--- config.mk ---
export PLATFORM = sky130hd
export DESIGN_NAME = tdm_demux4
export DESIGN_NICKNAME = d
export VERILOG_FILES = /design/src/rtl/tdm_demux4.sv
export SDC_FILE = /design/constraint.sdc
export NUM_CORES = 1
export LEC_CHECK = 0
export CORE_ASPECT_RATIO = 0.7
export CORE_UTILIZATION = 30
export DETAILED_ROUTE_END_ITERATION = 8
export PLACE_DENSITY_LB_ADDON = 0.25
export SLEW_MARGIN = 20
export SYNTH_ARGS = -nofsm -noshare
export SYNTH_HDL_FRONTEND = slang
export SYNTH_SLANG_ARGS = --single-unit
--- constraint.sdc ---
create_clock -name clk -period 1.06 [get_ports clk]
set_input_delay 0.212 -clock clk [delete_from_list [all_inputs] [get_ports clk]]
set_output_delay 0.212 -clock clk [all_outputs]
set_load 0.05 [all_outputs]
--- src/rtl/tdm_demux4.sv ---
// tdm_demux4 -- receive end of a SLOTS:1 time-division mux link.
//
// Collects one WIDTH-bit beat per slot from a shared line. A beat flagged
// with `sync` is slot 0. When the last slot arrives, the rebuilt
// SLOTS*WIDTH word is presented on `dout` in a single update.
//
// Ports:
//   clk         rising-edge clock
//   rst         synchronous active-high reset
//   din         slot data (the external mux output)
//   din_valid   din carries a beat this cycle
//   sync        current beat is slot 0 (ignored when din_valid=0)
//   sel         slot expected next (drives the external mux select)
//   dout        last complete frame, slot k at dout[k*WIDTH +: WIDTH]
//   dout_valid  one-cycle pulse when dout updates
//   locked      frame alignment held
//   sync_err    one-cycle pulse on an alignment error
//
// Build option: TDM_DEMUX_STRICT_SYNC_EN. When it is defined, a slot-0 beat
// in RUN that arrives without `sync` is treated as loss of alignment and the
// receiver drops back to IDLE. When it is undefined, such a beat is accepted
// as a free-running slot 0.
module tdm_demux4 #(
  parameter int WIDTH = 1,
  parameter int SLOTS = 4,
  parameter int SEL_W = 2
) (
  input  logic                   clk,
  input  logic                   rst,
  input  logic [WIDTH-1:0]       din,
  input  logic                   din_valid,
  input  logic                   sync,
  output logic [SEL_W-1:0]       sel,
  output logic [SLOTS*WIDTH-1:0] dout,
  output logic                   dout_valid,
  output logic                   locked,
  output logic                   sync_err
);

  typedef enum logic {IDLE, RUN} state_t;

  localparam logic [SEL_W-1:0] LAST = SEL_W'(SLOTS - 1);

  state_t                     state, nxt_state;
  logic [SEL_W-1:0]           slot;
  logic [SLOTS-1:0][WIDTH-1:0] shadow;

  // Per-cycle actions decoded from state and inputs.
  logic start;   // beat becomes slot 0 of a fresh frame
  logic beat;    // beat stored at the current slot
  logic err;     // alignment error this cycle
  logic abort;   // drop alignment and return to IDLE
  logic complete;

  // State register
  always_ff @(posedge clk) begin
    if (rst) state <= IDLE;
    else     state <= nxt_state;
  end

  // Next-state logic
  always_comb begin
    nxt_state = state;
    case (state)
      IDLE: if (din_valid && sync) nxt_state = RUN;
      RUN: begin
`ifdef TDM_DEMUX_STRICT_SYNC_EN
        if (din_valid && !sync && slot == '0) nxt_state = IDLE;
`endif
      end
      default: nxt_state = IDLE;
    endcase
  end

  // Action decode
  always_comb begin
    start = 1'b0;
    beat  = 1'b0;
    err   = 1'b0;
    abort = 1'b0;
    case (state)
      IDLE: start = din_valid && sync;   // unsynced beats are dropped
      RUN: begin
        if (din_valid) begin
          if (sync) begin
            // sync mid-frame restarts the frame on this beat
            start = 1'b1;
            err   = (slot != '0);
          end else if (slot == '0) begin
`ifdef TDM_DEMUX_STRICT_SYNC_EN
            err   = 1'b1;
            abort = 1'b1;
`else
            beat  = 1'b1;
`endif
          end else begin
            beat = 1'b1;
          end
        end
      end
      default: ;
    endcase
  end

  assign complete = beat && (slot == LAST);

  // Datapath and registered outputs
  always_ff @(posedge clk) begin
    if (rst) begin
      slot       <= '0;
      shadow     <= '0;
      dout       <= '0;
      dout_valid <= 1'b0;
      locked     <= 1'b0;
      sync_err   <= 1'b0;
    end else begin
      dout_valid <= 1'b0;
      sync_err   <= err;
      if (start) begin
        // Clearing drops any partial frame; slot 0 then takes this beat.
        shadow    <= '0;
        shadow[0] <= din;
        slot      <= SEL_W'(1);
        locked    <= 1'b1;
      end
      if (beat) begin
        shadow[slot] <= din;
        slot         <= slot + 1'b1;  // wraps to 0 after the last slot
        if (complete) begin
          // Last slot goes straight to dout, so no extra cycle is spent.
          dout       <= {din, shadow[SLOTS-2:0]};
          dout_valid <= 1'b1;
        end
      end
      if (abort) begin
        shadow <= '0;
        slot   <= '0;
        locked <= 1'b0;
      end
    end
  end

  assign sel = slot;

endmodule

==> flow_metrics.tcl, run 1 <==
set metrics [dict create \
    dieArea_um2 2030 \
    drt-initial-drc-count 0 \
    root_buffer "clkbuf_4" \
    cts_buffers 3 \
    finalWirelength_um 1280 \
    vias 509 \
    cp-end-kind "flip-flop" \
    ys_warn_count 0 \
    clk_latency_ns 0.28 \
    core-area_um2 1650 \
    fp.dieH_um 38.0 \
    hold_buffers 0 \
    leakagePower_nw 0.410 \
    violations "negative setup slack" \
    grt_pass1_wl_um 2160 \
    setup-tns-final_ns -0.299 \
    tightestPinTransition_ns 0.275 \
    crit_arrival_ns 1.29 \
    worstPathCellList "ha_4 -> nand4b_1 -> nand3b_1 -> o21ai_1" \
    drtPass1Iterations 1 \
    fin_skew_ns 0.00392 \
    place.gp.congestion 0.711 \
    htree_levels 1 \
    critPathSlowestCell "dfxtp_4" \
    required_ns 1.22 \
    drc 0 \
    slowest_delay_ns 0.38 \
    synthTopCellsByArea "dfxtp_1 47%, ha_1 9.0%, a21oi_1 5.4%" \
    path_buf_inv 0 \
    num_rows 12 \
    crit_path_start "sel[1]" \
    path_delay_family "simple AND/OR/NAND/NOR gates" \
    drive_gt1_frac 0.511 \
    hold_viol_final 0 \
    ys_seq_area_frac 0.468 \
    synth.largest_area_cell "dfxtp_1" \
    grt_pass1_vias 467 \
    antenna_found_initial 0 \
    clk_path_buf_depth 2 \
    crit_type "reg2reg" \
    p_per_area_nw_per_um2 981 \
    worstSetupStartpointType "flip-flop" \
    synth_area_um2 556 \
    ys_types 22 \
    syn_nets 67 \
    yosysTopAreaCellShare 0.468 \
    regToRegStartpoint "sel[1]" \
    cp_max_fo 6 \
    io_pins 14 \
    grt-ovfl-total 0 \
    drv_cap 0 \
    nets 100 \
    slew_headroom 0.816 \
    place_hpwl_um 900 \
    min_period_ns 1.13 \
    postRouteAntennaNets 0 \
    wire_per_inst_um 11.5 \
    clk_pin_slew_ns 0.08 \
    start_util 0.336 \
    routed_via_density 4.59 \
    grt_max_degree 9 \
    fin_crit_sh 1.07 \
    run_status "finished with violations" \
    hp-class "reg2reg" \
    totalPowerFinal_uw 989 \
    setup_violations 7 \
    setup_slack_ns -0.0694 \
    cts_tree "done" \
    postSynthCellCount 58 \
    syn_avg_cell_area_um2 9.58 \
    grt_setup_unrepaired "true" \
    diodes 0 \
    portBuffers 13 \
    chipWidth_um 53.4 \
    holdCritStartpoint "shadow[0]" \
    drv_slew 0 \
    cts.sinks 13 \
    ys_ff_latch 13 \
    timing.fmax_ghz 0.885 \
    peakVddDrop_mv 0.787 \
    grt_util_all_layers 0.161 \
    syn_to_final_growth_pct 81.5 \
]
## through the flow
step | hold WS, ns | setup WS [ns] | instances | utilization | area, um2
after floorplan | 0.353 | -0.0502 | 58 | - | 579
after global placement | 0.458 | -0.347 | 102 | 0.545 | 901
after detailed placement | 0.456 | -0.372 | 102 | 0.545 | 901
after CTS | 0.465 | -0.0772 | 109 | 0.584 | 965
after global routing | 0.499 | -0.154 | 111 | 0.611 | 1010
final | 0.476 | -0.0694 | 111 | 0.611 | 1010
## synth_stat cells, drive strengths merged
master	n
buf	2
nand2b	1
inv	3
o21a	1
and3b	1
dfxtp	13
a211oi	1
nor2b	1
mux2i	2
nor4b	1
nand3b	3
nand3	3
nand2	6
a2bb2oi	1
a21oi	6
ha	4
o31ai	1
nor2	5
o21ai	2
nand4b	1
## worst reg2reg max path, stage by stage, from the launching register on
cell and delay [ns]:
dfxtp_4 0.38, ha_4 0.14, nand4b_1 0.24, nand3b_1 0.18, o21ai_1 0.07
## cell usage in the layout, fill, tap and decap left out
cell | netlist | final
dlygate4sd2_1 | 0 | 2
o21ai_1 | 0 | 2
a2bb2oi_2 | 0 | 1
dfxtp_4 | 0 | 2
nand3_1 | 3 | 3
buf_6 | 1 | 3
nor4b_2 | 0 | 1
mux2i_1 | 2 | 2
a21oi_2 | 0 | 1
clkbuf_4 | 0 | 3
clkbuf_1 | 0 | 1
nand2_2 | 2 | 2
buf_12 | 0 | 9
inv_2 | 0 | 1
a211oi_2 | 1 | 1
ha_4 | 0 | 2
ha_1 | 4 | 1
and3b_2 | 0 | 1
nor2_1 | 5 | 4
nand2b_1 | 1 | 1
dfxtp_1 | 13 | 8
ha_2 | 0 | 1
dfxtp_2 | 0 | 3
nand2_1 | 4 | 4
nor2_2 | 0 | 1
a21oi_1 | 6 | 5
o21a_1 | 1 | 1
nand4b_1 | 1 | 1
clkdlybuf4s50_1 | 0 | 2
inv_1 | 3 | 2
o31ai_1 | 1 | 1
buf_4 | 0 | 14
nand3b_1 | 3 | 3
nor2b_1 | 1 | 1
## power breakdown
part / total, mW / internal (mW) / switching (mW)
logic: 0.169 / 0.0903 / 0.0788
registers: 0.511 / 0.498 / 0.0132
clock network: 0.309 / 0.146 / 0.163
total: 0.989 / 0.734 / 0.255
## final timing paths
check            end  slack (ns)  cells past startpoint
max          dout[3]       -0.07                      4
min          dout[0]        0.48                      2
max reg2reg  dout[3]       -0.07                      4
min reg2reg  dout[0]        0.48                      2
## routing by layer
layer  up-vias  GRT usage  share of wire
met5         -          0              0
met1       228      0.193           0.46
met3         2     0.0675          0.067
met2        12      0.247           0.46
li1        267          -              -
met4         0     0.0789          0.015
## cells by family (layout without fill, tap and decap cells)
group / count (synthesis) / count (layout) / synth area share
fa+ha+maj: 4 / 4 / 0.0901
flops: 13 / 13 / 0.468
compound gates: 12 / 12 / 0.137
simple gates: 22 / 22 / 0.221
mux: 2 / 2 / 0.0360
buf+inv: 5 / 37 / 0.0473
## registers in the layout (all words and copies together), names as in the netlist
name,count
locked,1
state,1
dout_valid,1
dout,4
sync_err,1
sel,2
shadow,3
## timing repair
item | CTS | global route
setup buffers | 3 | 2
gates resized for setup | 7 | 10
pin swaps | 8 | 5
setup endpoints to repair | 11 | 15
## cell type report
cell class / count / area (um2)
Sequential cell: 13 / 272
Clock buffer: 4 / 26.3
Inverter: 3 / 11.3
Multi-Input combinational cell: 40 / 317
Fill cell: 138 / 643
Timing Repair Buffer: 30 / 357
Tap cell: 21 / 26.3
Note: power is estimated with default switching activity, not from simulation.
==> run 2: changes to the inputs <==
CAP_MARGIN = 0   (was default)
==> results of run 2 <==
The final DEF is identical to that of run 1; final timing and power are the same.
==> run 3: changes to the inputs <==
CORE_ASPECT_RATIO = default   (was 0.7)
CORE_UTILIZATION = 40   (was 30)
==> run 3 against run 2 <==
Effect of this change: the flow still finishes with violations (negative setup slack); maximum frequency up 1.5%; combinational power down 4%; largest cell class is now multi-input gates; register-to-register slack better by 0.07 ns; sequential share of layout area up 1.4 points; design area down 4.2%; first-iteration DRC count up 6; sequential power about the same; global-route usage up 2.5 points; clock skew down 0.0033 ns; flip-flop and latch count unchanged; power down 0.91%.
==> flow_metrics.tcl, run 3 (synthesis results as in run 1) <==
set metrics [dict create \
    cts_tree "done" \
    final_cell_mix "9 x buf_12, 8 x buf_4, 6 x dfxtp_1" \
    required_ns 0.85 \
    routed_via_density 5.26 \
    hold_viol_final 0 \
    grt_util_all_layers 0.186 \
    leakagePower_nw 0.386 \
    fp.dieH_um 39.3 \
    syn_to_final_growth_pct 73.9 \
    slew_headroom 0.869 \
    grt_pass1_vias 467 \
    crit_path_start "sel[0]" \
    hp-class "in2reg" \
    fin_skew_ns 0.000585 \
    portBuffers 13 \
    root_buffer "clkbuf_4" \
    setup_violations 2 \
    dieArea_um2 1540 \
    drv_cap 0 \
    holdCritStartpoint "sync" \
    htree_levels 1 \
    grt_setup_unrepaired "true" \
    grt_pass1_wl_um 1820 \
    clk_path_buf_depth 2 \
    violations "negative setup slack" \
    crit_arrival_ns 0.90 \
    antenna_found_initial 0 \
    grt-ovfl-total 0 \
    diodes 0 \
    chipWidth_um 39.3 \
    drv_slew 0 \
    cts.sinks 13 \
    setup_slack_ns -0.0528 \
    timing.fmax_ghz 0.899 \
    io_pins 14 \
    grt_max_degree 8 \
    clk_pin_slew_ns 0.08 \
    start_util 0.427 \
    cts_buffers 3 \
    place.gp.congestion 0.746 \
    crit_type "reg2out" \
    hold_buffers 0 \
    place_hpwl_um 952 \
    nFillCells 99 \
    drive_gt1_frac 0.524 \
    postRouteAntennaNets 0 \
    cp_max_fo 4 \
    finalWirelength_um 1260 \
    post-route-util 0.742 \
    place_ws_ns -0.416 \
    p_per_area_nw_per_um2 1010 \
    wire_per_inst_um 12.7 \
    cp-end-kind "primary output" \
    nets 94 \
    drt-initial-drc-count 6 \
    clk_latency_ns 0.27 \
    top_register "dout" \
    drc 0 \
    vias 521 \
    largest_reg_flops 4 \
    peakVddDrop_mv 0.663 \
    worstSetupStartpointType "flip-flop" \
    layout_commonest_cell "buf_12" \
    fin_crit_sh 1.05 \
    min_period_ns 1.11 \
    tightestPinTransition_ns 0.195 \
    core-area_um2 1300 \
    run_status "finished with violations" \
    num_rows 13 \
    drtPass1Iterations 4 \
    regToRegStartpoint "sel[1]" \
]
## run 3: cell count changes in the layout (fill, tap and decap cells not counted), sizes merged
cell  before  now
buf       26   20
## run 3: path summary, 6_finish.rpt
path / end / slack, ns / cells past startpoint
setup / recovery: sel[0] / -0.05 / 2
hold / removal: state / 0.39 / 3
setup reg to reg: shadow[0] / 0 / 5
hold reg to reg: dout[2] / 0.47 / 2
## run 3: layout make-up
class                      instances  area [um2]  area share
clock buffer                       4        26.3      0.0272
inverter                           3        11.3      0.0117
multi-input combinational         40         324       0.335
sequential                        13         274       0.284
tap                               15        18.8      0.0194
timing repair buffer              24         312       0.323
## run 3: critical path, cell delays in order, from the launching register on
cell and delay (ns):
dfxtp_4 0.37, buf_6 0.12, buf_12 0.13
## run 3: where the power goes
group          leakage [nW]  total [mW]  internal (mW)  switching, mW
registers             0.109       0.510          0.497         0.0129
logic                 0.262       0.163         0.0851         0.0776
clock network        0.0150       0.308          0.146          0.162
## run 3: metrics by stage
stage          std cells  hold slack [ns]  power [mW]  cell area (um2)  setup TNS [ns]
2_1_floorplan         58            0.353       0.589              579          -0.296
3_3_place_gp          92            0.458       0.668              863           -3.49
3_5_place_dp          92            0.464       0.671              863           -4.01
4_1_cts               99            0.393       0.988              937          -0.110
5_1_grt               99            0.417        1.02              966          -0.199
6_report              99            0.391       0.980              966         -0.0991
## run 3: routing by layer
metal | vias to the layer above | routed length [um] | global-route usage
li1 | 256 | - | -
met1 | 245 | 495 | 0.174
met2 | 15 | 688 | 0.354
met3 | 5 | 43 | 0.0341
met4 | 0 | 33 | 0.129
met5 | - | 0 | 0
## run 3: what timing repair did
action                     4_1_cts  5_1_grt
pin swaps                        2        5
setup buffers                    3        0
resized for setup                8       12
setup endpoints to repair       11       10
hold endpoints to repair         0        0
